### config.mk
export PLATFORM = sky130hd
export DESIGN_NAME = seq_cla_adder
export DESIGN_NICKNAME = d
export VERILOG_FILES = /design/src/rtl/seq_cla_adder.sv
export SDC_FILE = /design/constraint.sdc
export NUM_CORES = 1
export LEC_CHECK = 0
export BUFFER_PORTS_ARGS = -buffer_cell sky130_fd_sc_hd__buf_2
export CAP_MARGIN = 5
export CORE_MARGIN = 3
export CORE_UTILIZATION = 55
export CTS_CLUSTER_DIAMETER = 80
export DETAILED_ROUTE_END_ITERATION = 10
export GPL_ROUTABILITY_DRIVEN = 0
export HOLD_SLACK_MARGIN = 0.08
export PLACE_DENSITY = 0.85
export SYNTH_ARGS = -nofsm -noshare
export SYNTH_HDL_FRONTEND = slang
export SYNTH_SLANG_ARGS = --single-unit
### constraint.sdc
create_clock -name clk -period 3.4 [get_ports clk]
set_clock_uncertainty 0.2 [all_clocks]
set_input_delay 0.68 -clock clk [delete_from_list [all_inputs] [get_ports clk]]
set_output_delay 0.68 -clock clk [all_outputs]
set_load 0.02 [all_outputs]
### src/rtl/seq_cla_adder.sv
// Multi-cycle adder: a CHUNK-bit carry-look-ahead slice walks the operands LSB to MSB,
// one chunk per clock. Define SEQ_CLA_ADDER_OVF_EN to add the signed-overflow output ovf.
module seq_cla_adder #(
  parameter int WIDTH = 32,
  parameter int CHUNK = 4
) (
  input  logic             clk,
  input  logic             rst_n,
  input  logic             in_valid,
  output logic             in_ready,
  input  logic [WIDTH-1:0] a,
  input  logic [WIDTH-1:0] b,
  input  logic             cin,
  output logic             out_valid,
  input  logic             out_ready,
  output logic [WIDTH-1:0] sum,
  output logic             cout,
  output logic             busy,
`ifdef SEQ_CLA_ADDER_OVF_EN
  output logic             ovf,
`endif
  output logic [1:0]       dbg_state
);

  // Handshakes: a transfer happens on a rising edge where valid && ready; valid must not
  // depend on ready, and a source holds its data until the transfer.
  localparam int NUM_CHUNKS = WIDTH / CHUNK;
  localparam int IDXW       = (NUM_CHUNKS > 1) ? $clog2(NUM_CHUNKS) : 1;
  localparam logic [IDXW-1:0] LAST_IDX = IDXW'(NUM_CHUNKS - 1);

  if (WIDTH % CHUNK != 0) begin : g_bad_chunk
    $error("seq_cla_adder: WIDTH must be a multiple of CHUNK");
  end

  typedef enum logic [1:0] {
    S_IDLE = 2'd0,
    S_ADD  = 2'd1,
    S_DONE = 2'd2
  } state_t;

  state_t            state_q, state_d;
  logic [IDXW-1:0]   idx_q, idx_d;
  logic              carry_q, carry_d;
  logic [WIDTH-1:0]  opa_q, opa_d;
  logic [WIDTH-1:0]  opb_q, opb_d;
  logic [WIDTH-1:0]  sum_q, sum_d;
  logic              cout_q, cout_d;
`ifdef SEQ_CLA_ADDER_OVF_EN
  logic              ovf_q, ovf_d;
`endif

  logic [CHUNK-1:0]  g, p;
  logic [CHUNK:0]    c;
  logic              acc, prod;

  // Flat look-ahead: c[i+1] = g[i] | p[i]g[i-1] | ... | p[i..0]&carry, no ripple chain.
  always_comb begin
    g    = opa_q[idx_q*CHUNK +: CHUNK] & opb_q[idx_q*CHUNK +: CHUNK];
    p    = opa_q[idx_q*CHUNK +: CHUNK] ^ opb_q[idx_q*CHUNK +: CHUNK];
    c    = '0;
    acc  = 1'b0;
    prod = 1'b0;
    c[0] = carry_q;
    for (int i = 0; i < CHUNK; i++) begin
      acc  = g[i];
      prod = p[i];
      for (int j = i - 1; j >= 0; j--) begin
        acc  = acc | (prod & g[j]);
        prod = prod & p[j];
      end
      c[i+1] = acc | (prod & carry_q);
    end
  end

  always_comb begin
    state_d = state_q;
    idx_d   = idx_q;
    carry_d = carry_q;
    opa_d   = opa_q;
    opb_d   = opb_q;
    sum_d   = sum_q;
    cout_d  = cout_q;
`ifdef SEQ_CLA_ADDER_OVF_EN
    ovf_d   = ovf_q;
`endif
    case (state_q)
      S_IDLE: begin
        if (in_valid) begin
          opa_d   = a;
          opb_d   = b;
          carry_d = cin;
          sum_d   = '0;
          idx_d   = '0;
          state_d = S_ADD;
        end
      end
      S_ADD: begin
        sum_d[idx_q*CHUNK +: CHUNK] = p ^ c[CHUNK-1:0];
        carry_d = c[CHUNK];
        if (idx_q == LAST_IDX) begin
          cout_d  = c[CHUNK];
`ifdef SEQ_CLA_ADDER_OVF_EN
          ovf_d   = c[CHUNK] ^ c[CHUNK-1];
`endif
          state_d = S_DONE;
        end else begin
          idx_d = idx_q + 1'b1;
        end
      end
      S_DONE: begin
        if (out_ready) state_d = S_IDLE;
      end
      default: state_d = S_IDLE;
    endcase
  end

  always_ff @(posedge clk or negedge rst_n) begin
    if (!rst_n) begin
      state_q <= S_IDLE;
      idx_q   <= '0;
      carry_q <= 1'b0;
      opa_q   <= '0;
      opb_q   <= '0;
      sum_q   <= '0;
      cout_q  <= 1'b0;
`ifdef SEQ_CLA_ADDER_OVF_EN
      ovf_q   <= 1'b0;
`endif
    end else begin
      state_q <= state_d;
      idx_q   <= idx_d;
      carry_q <= carry_d;
      opa_q   <= opa_d;
      opb_q   <= opb_d;
      sum_q   <= sum_d;
      cout_q  <= cout_d;
`ifdef SEQ_CLA_ADDER_OVF_EN
      ovf_q   <= ovf_d;
`endif
    end
  end

  assign in_ready  = (state_q == S_IDLE);
  assign out_valid = (state_q == S_DONE);
  assign busy      = (state_q == S_ADD) || (state_q == S_DONE);
  assign sum       = sum_q;
  assign cout      = cout_q;
`ifdef SEQ_CLA_ADDER_OVF_EN
  assign ovf       = ovf_q;
`endif
  assign dbg_state = state_q;

endmodule
==> impl_results.md, run 1 <==
* Max FO, Critical Path at 21
* CP Data Required Time at approximately 3.5 ns
* Crit path top cell by count: nand2_1
* Antenna violations before repair at 0
* Iter 0 DRT Violations at between 150 and 200
* Seq/Total Area, Yosys at between 50% and 60%
* Mapped Area at just over 0.005 mm^2
* FFs w/ async S/R, synth at between 90% and 100%
* Post-synth cell types at 48
* Placed Area at 0.005663 mm^2
* Kind of cell adding the most delay to the critical path: compound AO/OA/AOI/OAI gates
* Row count at 34
* Fin Setup TNS at 0 ns
* PortBufs at 106
* Main area contributors after synthesis: dfrtp_1 51%, mux2_2 15%, mux4_2 7.2%
* Yosys top cell by area: dfrtp_1
* Fin cells at 608
* CTS Root Buffer Type: clkbuf_8
* Fmax at 0.3284 GHz
* Met2 WL at ~5.5 mm
* Met1 WL at roughly 4.9 mm
* Met3 wire length at slightly above 600 um
* # resized after CTS at 0
* Hold buffers post-CTS at 0
* Post-synth top area share at between 50% and 60%
* Syn_area_per_cell at 12.84 um^2
* Critical path buffers and inverters at 1
* Vias/cell at around 5.8
* Number of clock sinks at between 100 and 150
* Synth Area in Compound Gates at under 10%
* Post-Synthesis Cells at slightly below 400
* Non-Filler Cell Area, Final at about 0.0059 mm^2
* CTS tree: done
* Syn Nets at approximately 480
* Total power at 6.085 mW
* Number of global-route vias before repair at between 3000 and 4000
* # nets final at between 500 and 600
* DP HPWL at between 8 and 9 mm
* Die W at around 100 um
* Routed Antenna Nets at 0
* #FFs+latches synth at between 100 and 150
* Crit Path Class: register to register
* Worst Max-Slew Pin Slew at between 0.6 and 0.7 ns
* Placed cell count at roughly 600
* Largest net degree at the start of global routing at 48
* Combinational family with the most area after synthesis: multiplexers
* Total grt overflow at 0
* Initial core utilization at between 50% and 60%
* Slowest-stage cell, CP: mux4_2
* Max-slew violation count at 0
* Largest stage delay, worst path at roughly 0.55 ns
* Post-synth EDFFs at 0
* Total Routing Usage GR at a little under a quarter
* Crit path capture type: register
* CP Data Arrival Time at 3.10 ns
* # diodes at 0
* Multiplexer area fraction after synthesis at a little under a quarter
* Ports at around 110
* Die ar. at roughly 0.010 mm^2
* Final Cycle Share at approximately nine tenths
* Longest Clk Path Bufs at 2
* Synth warn at 0
* Die Y-Extent at between 100 and 150 um
* Post-CTS Setup Bufs at 0
* CTS clk-pin slew, worst paths at around 0.1 ns
* Slew margin rel. at 56.50%
* DRC violation count after routing at 0
* PwrDens at around 1000 mW/mm^2
* CTS buffer count at 9
* Peak supply drop at ~0.56 mV
* Synth Area in Simple Gates at 9.021%
* Main flop type after synthesis: dfrtp_1
* Final setup viols at 0
* Crit start category: register
* Detailed Routing Iterations Pass 1 at 4
* Hold crit path type: primary input to async pin
* Final hold violation count at 0
* Core area at just under 0.009 mm^2
* LEAKAGE at approximately 2.8 nW
* Critical Path, Cell by Cell: buf_4 -> mux4_2 -> nand2_1 -> nand2_1 -> ha_1 -> a21o_1 -> a311o_1 -> and2_1 -> a22o_1
* Outcome: finished, final reports clean
* RSZ-0062 raised after global routing: no
* Worst skew pair latency at 0.37 ns
* Detailed-route wire length at roughly 11 mm
* Fin crit period at ~3 ns
* WL/cell at approximately 18 um
* DR vias at around 3500
* Most frequent cells after synthesis: 103 x dfrtp_1, 66 x mux2_2, 32 x nand2_1, 17 x a22o_1, 16 x mux4_2
* H-tree depth at 3
* Worst hold margin at about 0.11 ns
* Xor/xnor cell area share of the yosys netlist at less than 1%
* Ratio of cells with drive above 1 in the final layout at between 40% and 50%
* First-pass GRT wire length at approximately 18 mm
* Layout area overhead at 16.40%
* Synth Area in Adders at under 10%
* Most common cell in the netlist: dfrtp_1
* Max Cap Viol at 0
* Highest metal used: met4
## power breakdown
part           total (mW)  internal [mW]  switching (mW)
sequential           1.98           1.69           0.289
clock               0.778          0.376           0.402
combinational        3.33           1.45            1.88
## layout make-up
class	count	area, um^2
clock buffer	12	155.1
clock inverter	3	42.54
fill	672	2945
inverter	9	33.78
multi-input combinational	260	2318
sequential	103	2577
tap	108	135.1
timing repair buffer	113	598.1
## flip-flops by register name (all words and copies together), names as in the netlist
name	cells
opb_q	32
dbg_state	2
sum	32
idx_q	3
carry_q	1
cout	1
opa_q	32
## per-layer routing
| metal | up-vias | global-route usage, % |
|---|---|---|
| met1 | 1730 | 31.18 |
| met5 | - | 0 |
| met3 | 19 | 4.683 |
| met2 | 117 | 36.67 |
| met4 | 0 | 8.384 |
| li1 | 1646 | - |
## worst paths after layout
kind                       slack (ns)                     to  depth (start not counted)                  from
min                              0.11  opa_q[28]$_DFFE_PN0P_                          1                 rst_n
max in group asynchronous        2.07    sum[20]$_DFFE_PN0P_                          2                 rst_n
min in group clk                 0.30    sum[21]$_DFFE_PN0P_                          1   sum[21]$_DFFE_PN0P_
max reg2reg                      0.36     sum[7]$_DFFE_PN0P_                          9  idx_q[0]$_DFFE_PN0P_
min reg2reg                      0.30    sum[21]$_DFFE_PN0P_                          1   sum[21]$_DFFE_PN0P_
max                              0.36     sum[7]$_DFFE_PN0P_                          9  idx_q[0]$_DFFE_PN0P_
## cells by family (layout without fill, tap and decap cells)
kind of cell | Yosys count | count (layout)
XOR/XNOR | 2 | 2
flip-flops | 103 | 103
adder cells (fa/ha/maj) | 16 | 16
multiplexers | 87 | 87
AO/OA/AOI/OAI | 66 | 66
AND/OR/NAND/NOR | 89 | 89
buffers and inverters | 29 | 137
## per-stage QoR
stage	setup slack, ns	utilization (%)
after floorplan	0.3174	-
after global placement	0.4588	64.31
after detailed placement	0.3952	64.31
after CTS	0.3555	66.55
after global routing	0.1713	66.55
final	0.3550	66.55
## placed cells by master, fill, tap and decap left out, types with 2 or more instances in the layout
master,count
nand4_1,3
o211ai_1,3
a22o_1,17
ha_1,15
or3_4,2
clkbuf_8,11
nor2_1,10
nor3b_1,3
or2_1,2
and3_1,3
nor2b_1,4
nor3_1,6
dfrtp_1,103
a21o_1,4
and2_1,7
nand3_1,10
nand2b_1,2
a22oi_1,2
o22ai_1,3
mux2_2,66
nand2_1,31
buf_2,105
inv_1,8
mux4_2,16
buf_4,7
o21ai_1,5
a21oi_1,9
a31oi_1,2
o21ai_2,3
o21ai_0,6
mux2i_1,5
o2bb2ai_1,6
Power figures use the tool's default switching activity.
==> run 2, diff against run 1 <==
--- a/config.mk
+++ b/config.mk
@@ -5,6 +5,7 @@
 export SDC_FILE = /design/constraint.sdc
 export NUM_CORES = 1
 export LEC_CHECK = 0
+export ABC_AREA = 1
 export BUFFER_PORTS_ARGS = -buffer_cell sky130_fd_sc_hd__buf_2
 export CAP_MARGIN = 5
 export CORE_MARGIN = 3
==> constraint.sdc (replaced) <==
create_clock -name clk -period 3.23 [get_ports clk]
set_clock_uncertainty 0.2 [all_clocks]
set_input_delay 0.646 -clock clk [delete_from_list [all_inputs] [get_ports clk]]
set_output_delay 0.646 -clock clk [all_outputs]
set_load 0.02 [all_outputs]
==> run 2 against run 1 <==
Final cell count is 22% higher. Die area is 0.90% higher. Synthesized cell count is 34% higher. Worst hold slack better by 0.16 ns. Routed wire length is 5.3% higher. Global-route usage is 1.1 points higher. Setup slack better by 0.068 ns. Critical path depth is 5 higher. Critical endpoint is now sum[11]$_DFFE_PN0P_. Highest routed layer unchanged.
==> impl_results.md, run 2 <==
* Ratio of cells with drive above 1 in the final layout at 24.13% (-19 points)
* Max FO, Critical Path at 37 (+76%)
* Outcome: finished, final reports clean
* Final setup viols at 0 (unchanged)
* Post-synth cell types at 31 (-35%)
* Initial core utilization at 57.44% (+0.26 points)
* Die W at 102.1 um (+0.45%)
* Iter 0 DRT Violations at 240 (+22%)
* DP HPWL at 8.695 mm (+2.8%)
* Met1 WL at 4.795 mm (-1.6%)
* Final Cycle Share at 86.89% (-2.7 points)
* Total Routing Usage GR at 23.98% (+1.1 points)
* Layout area overhead at 15.83%
* CP Data Required Time at 3.28 ns (-0.18 ns)
* Detailed-route wire length at 11.79 mm (+5.3%)
* Met3 wire length at 741 um (+20%)
* Worst skew pair latency at 0.37 ns (about the same)
* # resized after CTS at 0 (unchanged)
* Most frequent cells after synthesis: 118 x nand2_1, 103 x dfrtp_1, 60 x mux2_1, 48 x nor2_1, 44 x o21ai_0
* CTS Root Buffer Type: clkbuf_8
* Fmax at 0.3563 GHz (+8.5%)
* Routed Antenna Nets at 0 (unchanged)
* Hold Path Cell Cnt at 2
* Crit start category: register
* Crit path capture type: register
* Final hold violation count at 0 (unchanged)
* FF-to-FF setup slack at 0.42 ns (+0.07 ns)
* Post-synth EDFFs at 0 (unchanged)
* Fillers at 706 (+5.1%)
* Fin crit period at 2.807 ns (-0.2384 ns)
* Longest Clk Path Bufs at 2 (unchanged)
* Die Y-Extent at 102.1 um (+0.45%)
* Post-synth top area share at 50.71% (-0.48 points)
* CTS tree: done
* R2R Path Start: idx_q[0]$_DFFE_PN0P_
* Synth warn at 0 (unchanged)
* Crit Path Class: register to register
* RSZ-0062 raised after global routing: no
* PortBufs at 106 (unchanged)
* PwrDens at 1041 mW/mm^2 (+0.24%)
* Antenna violations before repair at 0 (unchanged)
* Hold crit path type: primary input to register
* Die ar. at 0.01043 mm^2 (+0.90%)
* Ports at 107 (unchanged)
* Peak supply drop at 0.6430 mV (+15%)
* # nets final at 714 (+23%)
* Max-slew violation count at 0 (unchanged)
* Largest net degree at the start of global routing at 72 (+50%)
* H-tree depth at 3 (unchanged)
* Vias/cell at 5.567 (-3.6%)
* Yosys top cell by area: dfrtp_1
* Post-Synthesis Cells at 526 (+34%)
* Number of clock sinks at 103 (unchanged)
* Non-Filler Cell Area, Final at 0.005887 mm^2 (+0.45%)
* Hold EP: opa_q[28]$_DFFE_PN0P_
* Total grt overflow at 0 (unchanged)
* Commonest non-fill, non-tap cell in the layout: nand2_1
* Row count at 34 (unchanged)
* DRC violation count after routing at 0 (unchanged)
* #FFs+latches synth at 103 (unchanged)
* Syn Nets at 611 (+28%)
* Highest metal used: met4
* LEAKAGE at 2.977 nW (+5.5%)
* Placed Area at 0.005688 mm^2 (+0.44%)
* Number of global-route vias before repair at 4274 (+16%)
* Total power at 6.127 mW (+0.69%)
* Core area at 0.008848 mm^2 (+0.48%)
* Main area contributors after synthesis: dfrtp_1 51%, mux2_1 13%, nand2_1 8.7%
* Worst Max-Slew Pin Slew at 0.7926 ns (+0.1424 ns)
* CTS clk-pin slew, worst paths at 0.11 ns (about the same)
* Main flop type after synthesis: dfrtp_1
* Syn_area_per_cell at 9.662 um^2 (-25%)
* DR vias at 4131 (+18%)
* Seq/Total Area, Yosys at 50.71% (-0.48 points)
* RR Endpoint: sum[11]$_DFFE_PN0P_
* CTS buffer count at 9 (unchanged)
* Max Cap Viol at 0 (unchanged)
* Most common cell in the netlist: nand2_1
* Fin Setup TNS at 0 ns (unchanged)
* Mapped Area at 0.005082 mm^2 (+0.94%)
* Most frequent cells in the layout: 117 x nand2_1, 105 x buf_2, 103 x dfrtp_1, 60 x mux2_1, 48 x nor2_1
* First-pass GRT wire length at 19.72 mm (+7.4%)
* # diodes at 0 (unchanged)
* Met2 WL at 6.001 mm (+9.4%)
* Detailed Routing Iterations Pass 1 at 6 (+2)
* FFs w/ async S/R, synth at 100.0% (unchanged)
* Slew margin rel. at 47.16% (-9.3 points)
* Worst R2R Path Depth at 14 (+5)
* CP Data Arrival Time at 2.86 ns (-0.24 ns)
* WL/cell at 15.88 um (-14%)
* Hold path startpoint: a[28]
* Core Util, Final at 66.53% (about the same)
## run 2: cell types whose count changed after synthesis, sizes merged, moves of 6 or more
cell / delta
nor2: +44
o2bb2ai: -6
nand4: +7
nor3: -6
nand3: +12
a22o: -17
inv: +27
mux4: -16
o22ai: +13
nand2: +89
and2: -7
o21ai: +35
## run 2: area by class of cell
type                       count  area, um^2  area share (%)
multi-input combinational    366        2241           38.07
inverter                      35       136.4           2.317
timing repair buffer         114       608.1           10.33
clock buffer                   9       123.9           2.104
tap                          108       135.1           2.295
clock inverter                 7       65.06           1.105
sequential                   103        2577           43.78
## run 2: cells by family after synthesis
group	Yosys count	synth area share [%]
and+or+nand+nor	210	17.36
DFF	103	50.71
AOI/OAI and AO/OA	75	8.247
xor gates and xnor gates	1	0.1724
muxes	64	14.18
adders and majority gates	16	4.087
buffers and inverters	57	5.244
## run 2: routing by layer
layer	vias up	global-route usage (%)
li1	1964	-
met1	1971	30.75
met2	175	40.33
met3	21	5.119
met4	0	8.577
met5	-	0
## run 2: worst max-delay path by stage
stage                                     from                  end  slack (ns)  depth (start not counted)
after floorplan           idx_q[0]$_DFFE_PN0P_  sum[12]$_DFFE_PN0P_        0.84                         12
after global placement    idx_q[0]$_DFFE_PN0P_  sum[11]$_DFFE_PN0P_        0.62                         14
after detailed placement  idx_q[0]$_DFFE_PN0P_  sum[11]$_DFFE_PN0P_        0.46                         14
after CTS                 idx_q[0]$_DFFE_PN0P_  sum[11]$_DFFE_PN0P_        0.47                         14
after global routing      idx_q[0]$_DFFE_PN0P_  sum[11]$_DFFE_PN0P_        0.13                         14
final                     idx_q[0]$_DFFE_PN0P_  sum[11]$_DFFE_PN0P_        0.42                         14
## run 2: stage by stage
| step | cells | setup slack [ns] | hold slack (ns) |
|---|---|---|---|
| 2_1_floorplan | 526 | 0.8414 | 0.1504 |
| 3_3_place_gp | 725 | 0.6186 | 0.2539 |
| 3_5_place_dp | 725 | 0.4643 | 0.2635 |
| 4_1_cts | 742 | 0.4665 | 0.2642 |
| 5_1_grt | 742 | 0.1315 | 0.2595 |
| 6_report | 742 | 0.4234 | 0.2742 |
## run 2: report_power, final
group	internal (mW)	leakage [nW]	switching (mW)
clock	0.300	0.0943	0.487
sequential	1.76	1.29	0.324
combinational	1.12	1.59	2.13
total	3.19	2.98	2.94
## run 2: what timing repair did
action,4_1_cts,5_1_grt
hold endpoints to repair,32,0
hold buffers,1,0
endpoints found under the setup margin,0,0
buffers inserted,0,0
## run 2: critical path: stages (launching register included)
cell	delay [ns]
dfrtp_1	0.60
inv_4	0.23
o21ai_0	0.25
o22ai_1	0.11
nand2_1	0.07
nand2_1	0.10
ha_1	0.31
nand2_1	0.08
nand2_1	0.06
nand2_1	0.07
nand2_1	0.07
nand2_1	0.07
nand2_1	0.22
nand3_1	0.14
o21ai_0	0.10
==> run 3, diff against run 2 <==
--- a/config.mk
+++ b/config.mk
@@ -5,7 +5,6 @@
 export SDC_FILE = /design/constraint.sdc
 export NUM_CORES = 1
 export LEC_CHECK = 0
-export ABC_AREA = 1
 export BUFFER_PORTS_ARGS = -buffer_cell sky130_fd_sc_hd__buf_2
 export CAP_MARGIN = 5
 export CORE_MARGIN = 3
==> run 3 against run 2 <==
Non-clock buffer count increased by 4. Register-to-register slack worse by 0.19 ns. Routed wire length fell by 3.7%. Sequential share of layout area shrank 0.24 points. Utilization up 0.69 points. Sequential power about the same. Critical path depth decreased by 5.
==> impl_results.md, run 3 (synthesis results as in run 1) <==
* Outcome: finished, final reports clean
* Final setup viols at 0 (unchanged)
* R2R Path Start: idx_q[0]$_DFFE_PN0P_
* Detailed-route wire length at 11.35 mm (-3.7%)
* Fin crit period at 2.992 ns (+0.1854 ns)
* Slowest-stage cell, CP: a221oi_1
* Crit path capture type: register
* FF-to-FF setup slack at 0.24 ns (-0.19 ns)
* PwrDens at 1109 mW/mm^2 (+6.5%)
* Die Y-Extent at 101.7 um (-0.45%)
* Placed cell count at 598 (-18%)
* Worst R2R Path Depth at 9 (-5)
* Iter 0 DRT Violations at 175 (-27%)
* Vias/cell at 5.827 (+4.7%)
* Largest stage delay, worst path at 0.54 ns (-0.06 ns)
* Slew margin rel. at 62.56% (+15 points)
* # nets final at 586 (-18%)
* PortBufs at 106 (unchanged)
* Fin Setup TNS at 0 ns (unchanged)
* DRC violation count after routing at 0 (unchanged)
* H-tree depth at 3 (unchanged)
* CTS clk-pin slew, worst paths at 0.10 ns (about the same)
* RR Endpoint: carry_q$_DFFE_PN0P_
* Total Routing Usage GR at 23.03% (-0.95 points)
* Fin cells at 614 (-17%)
* First-pass GRT wire length at 18.51 mm (-6.2%)
* Final Cycle Share at 92.63% (+5.7 points)
* Max Cap Viol at 0 (unchanged)
* CP Data Arrival Time at 3.04 ns (+0.18 ns)
* RSZ-0062 raised after global routing: no
* Kind of cell adding the most delay to the critical path: compound AO/OA/AOI/OAI gates
* # diodes at 0 (unchanged)
* Total grt overflow at 0 (unchanged)
* Worst skew pair latency at 0.36 ns (about the same)
* Critical path buffers and inverters at 1 (unchanged)
* Max FO, Critical Path at 10 (-73%)
* Core area at 0.008806 mm^2 (-0.48%)
* Largest net degree at the start of global routing at 45 (-38%)
* Highest metal used: met4
* DP HPWL at 8.695 mm (about the same)
* Most frequent cells in the layout: 105 x buf_2, 103 x dfrtp_1, 66 x mux2_2, 31 x nand2_1, 17 x a22o_1
* CTS tree: done
* Ratio of cells with drive above 1 in the final layout at 44.47% (+20 points)
* LEAKAGE at 2.856 nW (-4.0%)
* DR vias at 3578 (-13%)
* Final hold violation count at 0 (unchanged)
* Met3 wire length at 599 um (-19%)
* Peak supply drop at 0.5253 mV (-18%)
* Crit Path Class: register to register
* CTS Root Buffer Type: clkbuf_8
* Die W at 101.7 um (-0.45%)
* Met2 WL at 5.544 mm (-7.6%)
* Fmax at 0.3342 GHz (-6.2%)
* Post-CTS Setup Bufs at 0 (unchanged)
* Hold crit path type: primary input to async pin
* Hold buffers post-CTS at 0 (-1)
* Max-slew violation count at 0 (unchanged)
* Layout area overhead at 17.57%
* Number of clock sinks at 103 (unchanged)
* Met1 WL at 5.015 mm (+4.6%)
* # resized after CTS at 0 (unchanged)
* Critical Path, Cell by Cell: buf_4 -> mux4_2 -> nand2_1 -> nand2_1 -> ha_1 -> a21o_1 -> a221oi_1 -> a21oi_1 -> a21o_1
* Initial core utilization at 57.18% (-0.26 points)
* CP Data Required Time at 3.28 ns (about the same)
* Worst Max-Slew Pin Slew at 0.5557 ns (-0.2368 ns)
* Die ar. at 0.01034 mm^2 (-0.89%)
* Detailed Routing Iterations Pass 1 at 4 (-2)
* Row count at 34 (unchanged)
* Routed Antenna Nets at 0 (unchanged)
* CTS buffer count at 9 (unchanged)
* Number of global-route vias before repair at 3706 (-13%)
* Ports at 107 (unchanged)
* Commonest non-fill, non-tap cell in the layout: buf_2
* Antenna violations before repair at 0 (unchanged)
* Crit start category: register
* Longest Clk Path Bufs at 2 (unchanged)
* WL/cell at 18.48 um (+16%)
==> run 3: cell count changes in the layout (fill, tap and decap cells not counted), moves of 13 or more <==
| cell | delta |
|---|---|
| mux2_2 | +62 |
| nand2_1 | -86 |
| mux2_1 | -60 |
| nor2_1 | -38 |
| o22ai_1 | -13 |
| o21ai_0 | -38 |
| mux4_2 | +16 |
| a22o_1 | +17 |
| inv_1 | -22 |
==> run 3: worst reg2reg max path, delay by kind of cell, from the launching register on <==
kind,cells,cell delay (ns)
buffers and inverters,1,0.22
and+or+nand+nor,2,0.16
AOI/OAI and AO/OA,4,1.10
DFF,1,0.36
muxes,1,0.52
adders and majority gates,1,0.34
==> run 3: through the flow <==
step                utilization, %  setup WS [ns]  instance area, um^2  hold WS (ns)  power (mW)
floorplan                        -         0.1474                 5035        0.1504       4.675
global placement             64.73         0.3818                 5700        0.2722       5.474
detailed placement           64.73         0.2806                 5700        0.2719       5.643
CTS                          67.22         0.2297                 5919       0.08242       6.562
global route                 67.22         0.1298                 5919       0.09455       7.023
finish                       67.22         0.2380                 5919       0.07049       6.564
==> run 3: power by group <==
group	internal, mW	switching [mW]
registers	1.78	0.330
logic	1.58	2.00
clock network	0.438	0.440
==> run 3: area by class of cell <==
class,count,area [um^2]
clock buffers,9,123.9
multi-input cells,260,2318
repair buffers,118,635.6
well taps,108,135.1
fillers,664,2887
clock inverters,7,95.09
flip-flops and latches,103,2577
inverters,9,33.78
==> run 3: worst max path at each step <==
stage                                     from             endpoint  cells past startpoint
after global placement    idx_q[0]$_DFFE_PN0P_   sum[7]$_DFFE_PN0P_                      9
after floorplan           idx_q[0]$_DFFE_PN0P_   sum[7]$_DFFE_PN0P_                     10
after CTS                 idx_q[0]$_DFFE_PN0P_  carry_q$_DFFE_PN0P_                      9
after detailed placement  idx_q[0]$_DFFE_PN0P_   sum[7]$_DFFE_PN0P_                      9
final                     idx_q[0]$_DFFE_PN0P_  carry_q$_DFFE_PN0P_                      9
after global routing      idx_q[0]$_DFFE_PN0P_  sum[11]$_DFFE_PN0P_                      9
==> run 3: layer usage <==
metal,track usage [%],vias to the layer above
met1,32.31,1787
met3,3.994,18
met4,7.464,0
met5,0,-
li1,-,1660
met2,36.77,113
